$ cat config.mk
export PLATFORM = sky130hd
export DESIGN_NAME = shift_feeder
export DESIGN_NICKNAME = d
export VERILOG_FILES = /design/src/rtl/shift_feeder_pkg.sv /design/src/rtl/shift_feeder_fifo.sv /design/src/rtl/shift_feeder.sv
export SDC_FILE = /design/constraint.sdc
export NUM_CORES = 1
export LEC_CHECK = 0
export ABC_AREA = 0
export ABC_CLOCK_PERIOD_IN_PS = 4500
export CAP_MARGIN = 10
export CORE_UTILIZATION = 45
export DETAILED_ROUTE_END_ITERATION = 6
export PLACE_DENSITY = 0.66
export SLEW_MARGIN = 20
export SYNTH_ARGS = -nofsm -noshare
export SYNTH_HDL_FRONTEND = slang
export SYNTH_SLANG_ARGS = --single-unit
$ cat constraint.sdc
create_clock -name clk -period 4.5 [get_ports clk]
set_input_delay 0.9 -clock clk [delete_from_list [all_inputs] [get_ports clk]]
set_output_delay 0.9 -clock clk [all_outputs]
set_load 0.1 [all_outputs]
$ cat src/rtl/shift_feeder_pkg.sv
// Shared definitions for the shift_feeder block: FSM state encoding, default byte width
// and shift-counter width.
package shift_feeder_pkg;

   // Frame sequencing states of the feeder
   typedef enum logic [1:0] {
      S_IDLE  = 2'd0,
      S_LOAD  = 2'd1,
      S_SHIFT = 2'd2,
      S_DONE  = 2'd3
   } state_e;

   // Default byte width, matching the downstream shift stage
   localparam int unsigned DEF_DATA_W = 8;

   // Shift counter width; covers SHIFT_CYCLES up to 255
   localparam int unsigned CNT_W = 8;

endpackage

$ cat src/rtl/shift_feeder_fifo.sv
// Small power-of-two FIFO for shift_feeder. Pointers carry one extra wrap bit so that
// full and empty are distinguishable without an occupancy counter. Read data is the
// current head, visible combinationally.
module shift_feeder_fifo #(
   parameter int unsigned DATA_W = 8,
   parameter int unsigned DEPTH  = 4
) (
   input  logic              clk,
   input  logic              rst,
   input  logic              push,
   input  logic [DATA_W-1:0] push_data,
   input  logic              pop,
   output logic [DATA_W-1:0] pop_data,
   output logic              full,
   output logic              empty
);

   localparam int unsigned AW = $clog2(DEPTH);

   logic [AW:0]       wr_ptr_q, wr_ptr_d;
   logic [AW:0]       rd_ptr_q, rd_ptr_d;
   logic [DATA_W-1:0] mem_q [DEPTH];
   logic              do_push, do_pop;

   // Full when the wrap bits differ but the index bits match; empty when identical
   always_comb begin
      full  = (wr_ptr_q[AW] != rd_ptr_q[AW]) && (wr_ptr_q[AW-1:0] == rd_ptr_q[AW-1:0]);
      empty = (wr_ptr_q == rd_ptr_q);
   end

   // Guard against overflow/underflow even if a caller misbehaves
   always_comb begin
      do_push  = push & ~full;
      do_pop   = pop & ~empty;
      wr_ptr_d = do_push ? wr_ptr_q + {{AW{1'b0}}, 1'b1} : wr_ptr_q;
      rd_ptr_d = do_pop  ? rd_ptr_q + {{AW{1'b0}}, 1'b1} : rd_ptr_q;
   end

   // Pointer registers; reset empties the FIFO
   always_ff @(posedge clk or negedge rst) begin
      if (!rst) begin
         wr_ptr_q <= '0;
         rd_ptr_q <= '0;
      end else begin
         wr_ptr_q <= wr_ptr_d;
         rd_ptr_q <= rd_ptr_d;
      end
   end

   // Storage array; contents are don't-care until written, so it carries no reset
   always_ff @(posedge clk) begin
      if (do_push) begin
         mem_q[wr_ptr_q[AW-1:0]] <= push_data;
      end
   end

   // Head of queue
   always_comb begin
      pop_data = mem_q[rd_ptr_q[AW-1:0]];
   end

endmodule

$ cat src/rtl/shift_feeder.sv
// shift_feeder: buffers producer bytes in a FIFO and runs one downstream shift frame per
// byte: present byte on m with a load pulse, hold en for SHIFT_CYCLES cycles, then pulse
// frame_done. All outputs are registered.
// Optional feature: define SHIFT_FEEDER_PARITY_EN to add a registered parity output (^m).
module shift_feeder
   import shift_feeder_pkg::*;
#(
   parameter int unsigned DATA_W       = DEF_DATA_W,
   parameter int unsigned DEPTH        = 4,
   parameter int unsigned SHIFT_CYCLES = 8
) (
   input  logic              clk,
   input  logic              rst,
   input  logic              in_valid,
   input  logic [DATA_W-1:0] in_data,
   output logic              in_ready,
   output logic [DATA_W-1:0] m,
   output logic              load,
   output logic              en,
   output logic              busy,
   output logic              frame_done
`ifdef SHIFT_FEEDER_PARITY_EN
   ,
   output logic              parity
`endif
);

   localparam logic [CNT_W-1:0] LAST_CNT = CNT_W'(SHIFT_CYCLES - 1);

   state_e            state_q, state_d;
   logic [CNT_W-1:0]  cnt_q, cnt_d;
   logic [DATA_W-1:0] m_q, m_d;
   logic              load_q, load_d;
   logic              en_q, en_d;
   logic              busy_q, busy_d;
   logic              fd_q, fd_d;

   logic              push, pop;
   logic              fifo_full, fifo_empty;
   logic [DATA_W-1:0] fifo_head;

   // Producer handshake; ready is held low while reset is asserted
   always_comb begin
      in_ready = rst & ~fifo_full;
      push     = in_valid & in_ready;
   end

   shift_feeder_fifo #(
      .DATA_W (DATA_W),
      .DEPTH  (DEPTH)
   ) u_fifo (
      .clk       (clk),
      .rst       (rst),
      .push      (push),
      .push_data (in_data),
      .pop       (pop),
      .pop_data  (fifo_head),
      .full      (fifo_full),
      .empty     (fifo_empty)
   );

   // State register and frame counter
   always_ff @(posedge clk or negedge rst) begin
      if (!rst) begin
         state_q <= S_IDLE;
         cnt_q   <= '0;
      end else begin
         state_q <= state_d;
         cnt_q   <= cnt_d;
      end
   end

   // Next-state logic; a FIFO pop happens only on the transition into LOAD
   always_comb begin
      state_d = state_q;
      cnt_d   = cnt_q;
      pop     = 1'b0;
      unique case (state_q)
         S_IDLE: begin
            if (!fifo_empty) begin
               state_d = S_LOAD;
               pop     = 1'b1;
            end
         end
         S_LOAD: begin
            state_d = S_SHIFT;
            cnt_d   = '0;
         end
         S_SHIFT: begin
            if (cnt_q == LAST_CNT) begin
               state_d = S_DONE;
            end else begin
               cnt_d = cnt_q + CNT_W'(1);
            end
         end
         S_DONE: begin
            // Back-to-back frames go straight to LOAD without passing through IDLE
            if (!fifo_empty) begin
               state_d = S_LOAD;
               pop     = 1'b1;
            end else begin
               state_d = S_IDLE;
            end
         end
         default: state_d = S_IDLE;
      endcase
   end

   // Output next values, decoded from the next state so the outputs come out registered
   always_comb begin
      m_d    = pop ? fifo_head : m_q;
      load_d = (state_d == S_LOAD);
      en_d   = (state_d == S_SHIFT);
      fd_d   = (state_d == S_DONE);
      busy_d = (state_d != S_IDLE);
   end

   // Output registers
   always_ff @(posedge clk or negedge rst) begin
      if (!rst) begin
         m_q    <= '0;
         load_q <= 1'b0;
         en_q   <= 1'b0;
         fd_q   <= 1'b0;
         busy_q <= 1'b0;
      end else begin
         m_q    <= m_d;
         load_q <= load_d;
         en_q   <= en_d;
         fd_q   <= fd_d;
         busy_q <= busy_d;
      end
   end

   // Drive ports from the output registers
   always_comb begin
      m          = m_q;
      load       = load_q;
      en         = en_q;
      busy       = busy_q;
      frame_done = fd_q;
   end

`ifdef SHIFT_FEEDER_PARITY_EN
   logic parity_q, parity_d;

   // Parity tracks m: computed from the byte being popped, so it lands on the same edge
   always_comb begin
      parity_d = pop ? ^fifo_head : parity_q;
   end

   // Parity register
   always_ff @(posedge clk or negedge rst) begin
      if (!rst) begin
         parity_q <= 1'b0;
      end else begin
         parity_q <= parity_d;
      end
   end

   // Parity port
   always_comb begin
      parity = parity_q;
   end
`endif

endmodule

[Yosys cells after proc, flatten, opt, wreduce, memory -nomap -nowiden]
Memory sizes are Yosys's and may differ from the RTL's. A register that Yosys moved wholly into a read port is not among the register bits.
Index checks and enable logic that the tools add are counted.
Word-level totals
  bits of input ports: 11
  memories kept: 1
  word-level logic and storage cells: 46
  register bits: 20
  output and inout bits: 13
  bits in writable memories: 32
Memories
  u_fifo.mem_q: words 4, bits a word 8, read ports 1, clocked after memory_dff 1, write ports 1, RTL line shift_feeder_fifo.sv:22  | logic [DATA_W-1:0] mem_q [DEPTH];
Operators by class
  reduce and logical (&&, ||, !) cells: 7
  multiplexer cells: 10
  add/sub/neg operators: 3
  bitwise gates (word level): 6
  equal/unequal tests: 11
Operators by type and width (number)
  8-bit case mux with 2 select lines: 1
  8-bit by 1-bit adder with 8-bit output, second input constant: 1
  2-bit equality test, second input constant: 4
  8-bit by 3-bit equality test with 1-bit output, second input constant: 1
  8-bit 2-to-1 mux: 1
  2-bit case mux with 4 select lines: 1
  3-bit by 1-bit adder with 3-bit output, second input constant: 2
  1-bit 2-to-1 mux: 5
  1-bit bitwise AND: 4
  2-bit by 1-bit equality test with 1-bit output, second input constant: 2
  2-bit 2-to-1 mux: 2
  2-bit nonzero test: 2
  3-bit equality test: 1
  2-bit equality test: 1
  2-bit zero test: 1
  2-bit != test, second input constant: 1
  1-bit inverter: 2
  2-bit AND reduction: 1
  2-bit OR reduction: 1
  1-bit logical AND: 1
  1-bit zero test: 1
  1-bit != test: 1

[Depth between registers and ports, before layout]
  depth in word-level cells: 8
  depth in mapped cells: 6
  mapped depth without buffers: 6

[Cells and area by module]
From an unflattened synthesis, not the netlist that was laid out.
Unflattened totals
  cells, all modules: 184
  area total of the unflattened synthesis: 2752.6 µm²
By module, submodules not included
  shift_feeder_fifo: area each 1684.1 µm², cells an instance 93, seq. area each 1111.1 µm², instances 1
  shift_feeder: area each 1068.5 µm², cells an instance 91, seq. area each 550.5 µm², instances 1

[Worst setup path after synthesis]
No wires, ideal clock.
  path kind: input -> output
  from: in rst
  to: out in_ready
  arrival time: 2.450 ns
  data required time: 3.600 ns
  cell stages on the path: 2
  slack: 1.150 ns
  buffers on the path: 0
  cells stage by stage: inv_1 > a31oi_1
Between the ends
  cells in the longest elaborated chain, start to end: 1
Ends and longest elaborated chain
  start, declared: RTL line shift_feeder.sv:13  | input logic rst,
  1-bit bitwise AND: RTL line shift_feeder.sv:44  | in_ready = rst & ~fifo_full;
  end, declared: RTL line shift_feeder.sv:16  | output logic in_ready,
Every way passes these cells.

[Final worst setup path]
Ends and elaborated chain as after synthesis.

==> results.yml <==
yosys:
  netlist_area_um2: 2643
  synth_area_per_cell_um2: 16.72
  yosysWarningCount: 0
  ys_ff_latch: 60
  ys_async_sr_fraction_pct: 46.67
  synth_fp_nets: 179
  ys_types: 37
  synthTopCellsByArea: "edfxtp_1 36%, dfrtp_1 27%, mux4_2 6.8%"
  synth_top_area_cell: "edfxtp_1"
  yosysSeqAreaShare_pct: 62.88
  synth_common_cells: "32 x edfxtp_1, 28 x dfrtp_1, 10 x ha_1, 10 x inv_1"
  yosys.area.top_type_share_pct: 36.36
  synth_edf_count: 32
  synth_most_common_cell: "edfxtp_1"
  synthFlopType: "edfxtp_1"
  syn_inst: 158
clock_tree:
  cts_root_buf: "clkbuf_8"
  clk_pin_slew_ns: 0.06
  clock_latency_ns: 0.33
  clockBufferDepth: 2
  cts_inserted_buffers: 9
  hold_buffers: 0
  cts_max_level: 3
  cts_sinks: 60
  cts_setup_buffers: 0
  cts_tree: "done"
  cts_resized: 0
global_route:
  grt_max_degree: 30
  antenna_found_initial: 0
  grt_usage_pct: 16.75
  grt_overflow: 0
  grt_pass1_wl_um: 7424
  grt_pass1_vias: 1489
sta:
  period_minus_slack_ns: 2.920
  finalCritPeriodShare_pct: 64.89
  rsz0062_at_grt: "no"
  timing.fmax_ghz: 0.3425
  fin_setup_tns_ns: 0
  whs_ns: 0.5175
  hold_viol: 0
  finalSetupViolCount: 0
  tightest_slew_ns: 1.004
  slew_viol_final: 0
  max_slew_margin_pct: 32.86
  finClkSkew_ns: 0.008830
final_layout:
  antenna_cells: 0
  multi_input_area_um2: 895.9
  final_util_pct: 56.09
  fillers: 440
  final_area_um2: 3127
  regArea_um2: 1662
  drive_gt1_share_pct: 22.68
  num-nets-final: 210
  syn_to_final_growth_pct: 18.32
drt:
  totalWireLength_um: 4396
  drt-wirelength-per-cell_um: 16.53
  drt_iter0_drc: 40
  ant_nets: 0
  vias: 1379
  first_pass_iters: 4
  routed_via_density: 5.184
  route.detailed.drc: 0
placed_design:
  dp_hpwl_um: 3018
  port-buffer-count: 23
  placed_area_um2: 2933
  place.gp.congestion: 0.7517
critical_path:
  slowest_stage: "clkdlybuf4s50_1"
  arrival_ns: 2.02
  crit_family: "buffers and inverters"
  cp_data_required_time_ns: 3.60
  worstPathCellList: "clkdlybuf4s50_1, inv_1, a31oi_1, buf_12"
  slowest_delay_ns: 0.53
  path_class: "in -> out"
  crit_buf_inv: 3
  endpoint_kind: "primary output"
  path_max_fanout: 2
  crit_path_start_kind: "input port"
floorplanning:
  fp.dieW_um: 78.63
  die-area_um2: 6183
  core_region_area_um2: 5574
  ioPinCount: 24
  die_height_um: 78.63
  start_util_pct: 47.41
  fp-row-count: 27
job:
  max-cap-violations: 0
worst_hold_path:
  worstHoldPathType: "reg -> reg"
status:
  status: "complete, no violations"
-- worst paths after layout --
kind / to / depth (start not counted) / slack (ns) / start
min in group asynchronous: m[0] / 2 / 1.07 / rst
worst max register to register: u_fifo.mem_q[0][2] / 3 / 2.43 / u_fifo.rd_ptr_q[0]
worst max-delay path: in_ready / 4 / 1.58 / rst
max in group asynchronous: frame_done / 2 / 3.16 / rst
worst min-delay path: m[2] / 1 / 0.52 / m[2]
worst min register to register: m[2] / 1 / 0.52 / m[2]
-- per-stage QoR --
stage / std cells / setup slack (ns)
2_1_floorplan: 158 / 1.150
3_3_place_gp: 250 / 1.543
3_5_place_dp: 250 / 1.417
4_1_cts: 266 / 1.584
5_1_grt: 266 / 1.516
6_report: 266 / 1.580
-- state kept, by name, indices dropped and copies added (netlist names) --
signal,count
u_fifo.rd_ptr_q,3
u_fifo.wr_ptr_q,3
cnt_q,8
frame_done,1
u_fifo.mem_q,32
load,1
state_q,2
en,1
m,8
busy,1
-- worst register-to-register path: stages, from the launching register on --
cell     delay, ns
dfrtp_1       0.83
xnor2_4       0.18
a31oi_4       0.29
and2_1        0.43
-- cell families after synthesis --
kind of cell / share of synthesized area [%]
DFF: 62.88
AOI/OAI and AO/OA: 6.250
and+or+nand+nor: 5.824
muxes: 11.79
adders and majority gates: 4.735
buffers and inverters: 3.220
xor gates and xnor gates: 5.304
-- cell usage in the layout (no fill, tap or decap), types with 3 or more instances in the layout --
master           count
edfxtp_1            32
clkdlybuf4s50_1     22
mux2_4               8
and2_1               6
nor2_1               3
clkbuf_8            10
inv_1               10
o31ai_1              3
o21ai_0              4
nand3_1              6
mux4_2               8
xnor2_1              3
dfrtp_1             28
ha_1                10
xor2_1               3
o211ai_1             3
nand2_1              4
-- cell type report --
class / instances / area share (%)
tap: 72 / 2.881
timing repair buffer: 24 / 7.923
clock buffer: 12 / 4.642
inverter: 10 / 1.200
sequential: 60 / 53.14
multi-input combinational: 84 / 28.65
clock inverter: 4 / 1.561
-- metal layers --
layer	up-vias	global-route usage [%]	part of all wire, %
met2	28	25.48	48
met1	698	22.11	47
li1	644	-	-
met3	9	3.837	3.5
met5	-	0	0
met4	0	9.444	2.3
Power is not shown: default switching activity piles up to over one toggle a cycle in this logic, so the estimate is an artifact.
